<file path="config.mk">
export PLATFORM = sky130hd
export DESIGN_NAME = shuffle_ctrl
export DESIGN_NICKNAME = d
export VERILOG_FILES = /design/src/rtl/shuffle_ctrl.sv
export SDC_FILE = /design/constraint.sdc
export NUM_CORES = 1
export LEC_CHECK = 0
export CORE_ASPECT_RATIO = 0.75
export CORE_MARGIN = 2
export CORE_UTILIZATION = 56
export DETAILED_ROUTE_END_ITERATION = 12
export PLACE_DENSITY = 0.88
export SLEW_MARGIN = 20
export SYNTH_ARGS = -nofsm -noshare
export SYNTH_HDL_FRONTEND = slang
export SYNTH_SLANG_ARGS = --single-unit
</file>
<file path="constraint.sdc">
create_clock -name clk -period 3.75 [get_ports clk]
set_input_delay 0.9375 -clock clk [delete_from_list [all_inputs] [get_ports clk]]
set_output_delay 0.9375 -clock clk [all_outputs]
set_load 0.05 [all_outputs]
</file>
<file path="src/rtl/shuffle_ctrl.sv">
// shuffle_ctrl: sequencer for an in-place Fisher-Yates shuffle of an external
// 8-entry permutation register. It emits one init strobe, then seven accepted
// swap strobes (x = 7 down to 1, y = random index <= x), then a done pulse.
// Random indices come from an 8-bit maximal-length LFSR that advances once per
// SWAP cycle and otherwise holds its value across passes.
// Optional build macro: SHUFFLE_BOUNDED_EN. When it is defined, four
// consecutive rejections force the following SWAP cycle to accept with y = x.
module shuffle_ctrl (
  input  logic       clk,
  input  logic       rst_n,
  input  logic       start,
  input  logic       seed_load,
  input  logic [7:0] seed,
  output logic       init,
  output logic       swapxy,
  output logic [2:0] x,
  output logic [2:0] y,
  output logic       busy,
  output logic       done
);

  typedef enum logic [1:0] {IDLE, INIT, SWAP, DONE} state_t;

  state_t     state, state_nxt;
  logic [2:0] idx, idx_nxt;
  logic [7:0] lfsr, lfsr_nxt;
  logic       accept_now, forced_now;
  logic       accept_nxt, forced_nxt;
`ifdef SHUFFLE_BOUNDED_EN
  logic [2:0] rej, rej_nxt;
`endif

  // Shift left, feedback taps 8,6,5,4 give the full 255-state cycle.
  function automatic logic [7:0] lfsr_step(input logic [7:0] v);
    return {v[6:0], v[7] ^ v[5] ^ v[4] ^ v[3]};
  endfunction

  // Accept decision for the current cycle and for the upcoming cycle; the
  // upcoming one feeds the output registers so they line up with the state.
  always_comb begin
`ifdef SHUFFLE_BOUNDED_EN
    forced_now = (rej == 3'd4);
    forced_nxt = (rej_nxt == 3'd4);
`else
    forced_now = 1'b0;
    forced_nxt = 1'b0;
`endif
    accept_now = forced_now || (lfsr[2:0] <= idx);
    accept_nxt = forced_nxt || (lfsr_nxt[2:0] <= idx_nxt);
  end

  // Next-state and datapath update rules for every FSM state.
  always_comb begin
    state_nxt = state;
    idx_nxt   = idx;
    lfsr_nxt  = lfsr;
`ifdef SHUFFLE_BOUNDED_EN
    rej_nxt   = rej;
`endif
    case (state)
      IDLE: begin
        if (seed_load) begin
          lfsr_nxt = (seed == 8'h00) ? 8'h01 : seed;
        end
        if (start) begin
          state_nxt = INIT;
        end
      end
      INIT: begin
        idx_nxt   = 3'd7;
`ifdef SHUFFLE_BOUNDED_EN
        rej_nxt   = 3'd0;
`endif
        state_nxt = SWAP;
      end
      SWAP: begin
        lfsr_nxt = lfsr_step(lfsr);
        if (accept_now) begin
          idx_nxt = idx - 3'd1;
`ifdef SHUFFLE_BOUNDED_EN
          rej_nxt = 3'd0;
`endif
          if (idx == 3'd1) begin
            state_nxt = DONE;
          end
        end else begin
`ifdef SHUFFLE_BOUNDED_EN
          rej_nxt = rej + 3'd1;
`endif
        end
      end
      DONE: begin
        state_nxt = IDLE;
      end
      default: begin
        state_nxt = IDLE;
      end
    endcase
  end

  // State registers plus registered outputs computed from the next state.
  always_ff @(posedge clk or negedge rst_n) begin
    if (!rst_n) begin
      state  <= IDLE;
      idx    <= 3'd0;
      lfsr   <= 8'h01;
`ifdef SHUFFLE_BOUNDED_EN
      rej    <= 3'd0;
`endif
      init   <= 1'b0;
      swapxy <= 1'b0;
      x      <= 3'd0;
      y      <= 3'd0;
      busy   <= 1'b0;
      done   <= 1'b0;
    end else begin
      state  <= state_nxt;
      idx    <= idx_nxt;
      lfsr   <= lfsr_nxt;
`ifdef SHUFFLE_BOUNDED_EN
      rej    <= rej_nxt;
`endif
      init   <= (state_nxt == INIT);
      busy   <= (state_nxt == INIT) || (state_nxt == SWAP);
      done   <= (state_nxt == DONE);
      if ((state_nxt == SWAP) && accept_nxt) begin
        swapxy <= 1'b1;
        x      <= idx_nxt;
        y      <= forced_nxt ? idx_nxt : lfsr_nxt[2:0];
      end else begin
        swapxy <= 1'b0;
        x      <= 3'd0;
        y      <= 3'd0;
      end
    end
  end

endmodule

</file>
=== Word level (Yosys, flattened, before mapping) ===
Cells that the tools add are included.
W data, S select, Z words.

* Order comparisons: 2
* Bitwise operators: 3
* Equal/unequal tests: 8
* Reduce and logical (&&, ||, !) cells: 6
* $add $sub $neg: 1
* Multiplexer cells: 12

{| class="wikitable"
|+ Operator list
! kind !! number
|-
| $mux W8 || 2
|-
| $pmux W8 S2 || 1
|-
| $mux W3 || 3
|-
| $eq A2 B2 Y1 const B || 4
|-
| $logic_not A8 Y1 || 1
|-
| $pmux W2 S4 || 1
|-
| $le A3 B3 Y1 || 2
|-
| $mux W2 || 3
|-
| $pmux W3 S2 || 1
|-
| $eq A2 B1 Y1 const B || 2
|-
| $eq A3 B1 Y1 const B || 1
|-
| $sub A3 B1 Y3 const B || 1
|-
| $xor A1 B1 Y1 || 3
|-
| $logic_not A2 Y1 || 1
|-
| $ne A2 B2 Y1 const B || 1
|-
| $reduce_and A2 Y1 || 1
|-
| $reduce_bool A2 Y1 || 1
|-
| $logic_and A1 B1 Y1 || 1
|-
| $logic_or A1 B1 Y1 || 1
|-
| $mux W1 || 1
|}

* Flip-flop bits (word level): 23

=== Logic depth before layout (Yosys ltp) ===
* Word-level depth: 7
* Mapped depth: 13
* Gate-level depth less buffers: 13

=== Worst setup path before layout ===
OpenSTA, ideal clock, no wires.

* Path kind: input port to flip-flop
* Start point: in seed_load
* End point: reg x[0]
* Buffers on the path: 1
* Data arrival time: 2.505 ns
* Required time: 3.672 ns
* Path slack: 1.168 ns
* Stages on the path: 10
* Cell sequence: buf_2 -> mux2_2 -> nand2_1 -> nand2_1 -> ha_1 -> nor2b_1 -> o21a_1 -> o21ai_1 -> nand2_1 -> a21oi_1

* Longest elaborated chain between the ends: 5

{| class="wikitable"
|+ Ends and longest elaborated chain
! what !! line !! RTL
|-
| from (decl) || 12 || <nowiki>input logic seed_load,</nowiki>
|-
| $mux W8 || 62 || <nowiki>if (seed_load) begin</nowiki>
|-
| $pmux W8 S2 || 60 || <nowiki>case (state)</nowiki>
|-
| via lfsr_nxt[1] || 26 || <nowiki>logic [7:0] lfsr, lfsr_nxt;</nowiki>
|-
| $le A3 B3 Y1 || 49 || <nowiki>accept_nxt = forced_nxt || (lfsr_nxt[2:0] <= idx_nxt);</nowiki>
|-
| $logic_and A1 B1 Y1 || 126 || <nowiki>if ((state_nxt == SWAP) && accept_nxt) begin</nowiki>
|-
| $mux W3 || 126 ||
|-
| to (signal assigned) || 128 || <nowiki>x <= idx_nxt;</nowiki>
|-
| to (decl) || 16 || <nowiki>output logic [2:0] x,</nowiki>
|}

The timed path passes the listed nets, and every way through them passes these cells. The select of a mux whose other input is x is not followed.
A chain may end at the register's enable or synchronous reset.

=== Worst setup path in the final report ===
* Start point: reg idx[1]
* End point: reg x[0]

* Longest elaborated chain between the ends: 7
* Elaborated cells between the ends (all ways): 12

{| class="wikitable"
|+ Ends and longest elaborated chain
! what !! line !! RTL
|-
| from (decl) || 25 || <nowiki>logic [2:0] idx, idx_nxt;</nowiki>
|-
| from (signal assigned) || 118 || <nowiki>idx <= idx_nxt;</nowiki>
|-
| parallel branches: the longest is 6 deep, another holds $sub A3 B1 Y3 || n/a ||
|-
| $mux W3 * || 126 ||
|}

Mark *: on every way between the ends.

==> qor.txt <==
RR Startpoint - idx[1]$_DFF_PN0_
FILL cells - 170
Netlist cell types - 30
Clk sinks - 23
Post-CTS Setup Bufs - 0
Die width - 59.6 µm
Synthesized cell area - 1300 µm²
R2r endpoint - x[0]$_DFF_PN0_
Clk Latency, worst-skew pair - 320 ps
Buf+Inv Stages, Crit Path - 1
GRT Residual Overflow - 0
Largest cells by area after synthesis - dfrtp_1, ha_1, mux2_2
Post-route ant nets - 0
Cell count after synthesis - 129
Share of cells above drive strength 1 - 11.2%
Syn_nets - 155
Critical Path Fanout Max - 6
Reg2Reg Setup Slack - 820 ps
Top cell family by delay on the critical path - compound AO/OA/AOI/OAI gates
Vias in the first global route - 944
Num CTS Buffers - 3
F_max - 341 MHz
H-tree levels - 1
CP max-delay cell - dfrtp_1
Max-slew headroom - 60.8%
Critical Path RT - 4010 ps
Clock root buffer master - clkbuf_4
N_diodes - 0
FFs w/ async S/R, synth - 100%
CP startpoint kind - flop
Cell Rows - 15
Via count - 1015
Setup Skew - 3.41 ps
Router iterations before antenna repair - 4
WP depth - 11
Crit-path max cell delay - 410 ps
Final Hold Viols - 0
Setup CP Type - reg -> reg
Crit-path cells - inv_1 > ha_1 > a211o_1 > and2_1 > a311oi_2 > ha_1 > nor2b_1 > o21a_1 > o21ai_1 > nand2_1 > a21oi_1
Data arrival, critical path - 3190 ps
Routed wire length - 2630 µm
Mean Syn Cell Area - 10.1 µm²
#FFs+latches synth - 23
Initial DRC count - 39
Syn. warnings - 0
Class of the worst hold path - reg -> reg
Worst Tran Pin Value - 583 ps
Largest net degree at the start of global routing - 24
Gr usage total - 22.4%
CTS tree - done
Initial Utilization - 57.7%
P&R area growth vs syn - 19.9%
RSZ-0062 raised after global routing - no
Most common cell in the synthesized netlist - dfrtp_1
DRC viols - 0
Clock-pin transition on the worst setup and hold timing paths - 130 ps
Final setup viols - 0
Finished Core Util - 69.2%
Initial antenna violation count - 0
Setup TNS - 0 ps
Final Critical Period - 2930 ps
DIE HEIGHT - 45.7 µm
Share of the synthesized area in the top cell type - 42.4%
Post-synthesis sequential area ratio - 44.4%
Max-slew violations - 0
Critical Path End - x[0]$_DFF_PN0_
Start point of the critical path - idx[1]$_DFF_PN0_
DR WL/cell - 14.8 µm
Detailed Place HPWL - 1990 µm
Cell mode on critical path - ha_1
Commonest cells post-synth - dfrtp_1, nand2_1, ha_1, inv_1
Outcome - finished clean
Global placement routability congestion - 0.859
CTS max path bufs - 2
Post_cts resized - 0
Vias per cell - 5.73
Largest area contributor in the netlist - dfrtp_1
Number of enable flip-flop cells after synthesis - 0
Nets - 179
Worst setup EP type - flop
# IOs - 22
First-pass GRT wire length - 4280 µm
Total die area - 2720 µm²
# port buffers - 21
Hold slack - 535 ps
Final Cycle Share - 78.2%
Top FF cell, synth - dfrtp_1
Max Cap Viol - 0
FF-to-FF path depth - 11
Core area - 2250 µm²
Hold-fix buffers, CTS - 0
[layout make-up]
cell class,count,area [µm²],share of cell area (%)
Multi-Input combinational cell,89,654,42.0
Inverter,14,52.6,3.37
Tap cell,25,31.3,2.01
Clock buffer,3,22.5,1.45
Clock inverter,1,7.51,0.482
Sequential cell,23,577,37.0
Timing Repair Buffer,22,213,13.7
[routing by layer]
layer	routed length, µm	part of all wire (%)	track usage, %
met5	0	0	0
met4	54	2.1	11.1
met3	129	4.9	6.53
met2	1220	46	35.6
met1	1220	47	28.3
[cells in the final DEF, fill, tap and decap left out]
cell type,count
nor2_1,5
xor2_1,1
dfrtp_1,22
inv_1,14
a31oi_2,1
nand3_1,2
mux2_2,7
clkbuf_4,3
xnor2_1,2
nor3_1,1
a21bo_1,1
a211oi_1,2
buf_4,1
and3_1,2
dfstp_2,1
a31oi_1,2
nor2b_1,1
a21oi_1,4
nand2b_1,1
clkinvlp_4,1
clkdlybuf4s50_1,20
a21boi_0,2
a211o_1,1
nand4_1,1
and2_1,1
nand2_1,20
o21ai_0,5
nor4_1,1
a22oi_1,7
o21ai_1,1
buf_2,1
ha_1,14
o21a_1,2
a311oi_2,2
[flip-flops by register name, indices dropped and copies added, names as in the netlist]
register  flops
init          1
lfsr          8
x             3
busy          1
y             3
state         2
idx           3
swapxy        1
done          1
[cell families after synthesis]
group | synth area share (%)
fa+ha+maj | 13.5
flops | 44.4
xor+xnor | 2.02
buf+inv | 5.20
mux | 6.07
compound gates | 17.1
simple gates | 11.8
[worst min path at each step]
stage,from,to,slack [ps],cells after the start
3_3_place_gp,lfsr[6]$_DFFE_PN0P_,lfsr[6]$_DFFE_PN0P_,480,2
3_5_place_dp,lfsr[6]$_DFFE_PN0P_,lfsr[6]$_DFFE_PN0P_,510,2
4_1_cts,lfsr[6]$_DFFE_PN0P_,lfsr[6]$_DFFE_PN0P_,540,2
6_report,lfsr[6]$_DFFE_PN0P_,lfsr[6]$_DFFE_PN0P_,540,2
5_1_grt,lfsr[6]$_DFFE_PN0P_,lfsr[6]$_DFFE_PN0P_,550,2
2_1_floorplan,lfsr[6]$_DFFE_PN0P_,lfsr[6]$_DFFE_PN0P_,460,2
[stage by stage]
step,cells,worst slack (ps),instance area [µm²]
6_report,177,819,1560
5_1_grt,177,628,1560
4_1_cts,177,810,1560
3_5_place_dp,173,629,1530
3_3_place_gp,173,769,1530
2_1_floorplan,129,1170,1300
[worst reg2reg max path, delay by kind of cell (launching register included)]
family / cells / cell delay, ps
adder cells (fa/ha/maj): 2 / 580
flip-flops: 1 / 410
AO/OA/AOI/OAI: 5 / 1250
AND/OR/NAND/NOR: 3 / 500
buffers and inverters: 1 / 130
Power is not shown: default switching activity piles up to over one toggle a cycle in this logic, so the estimate is an artifact.
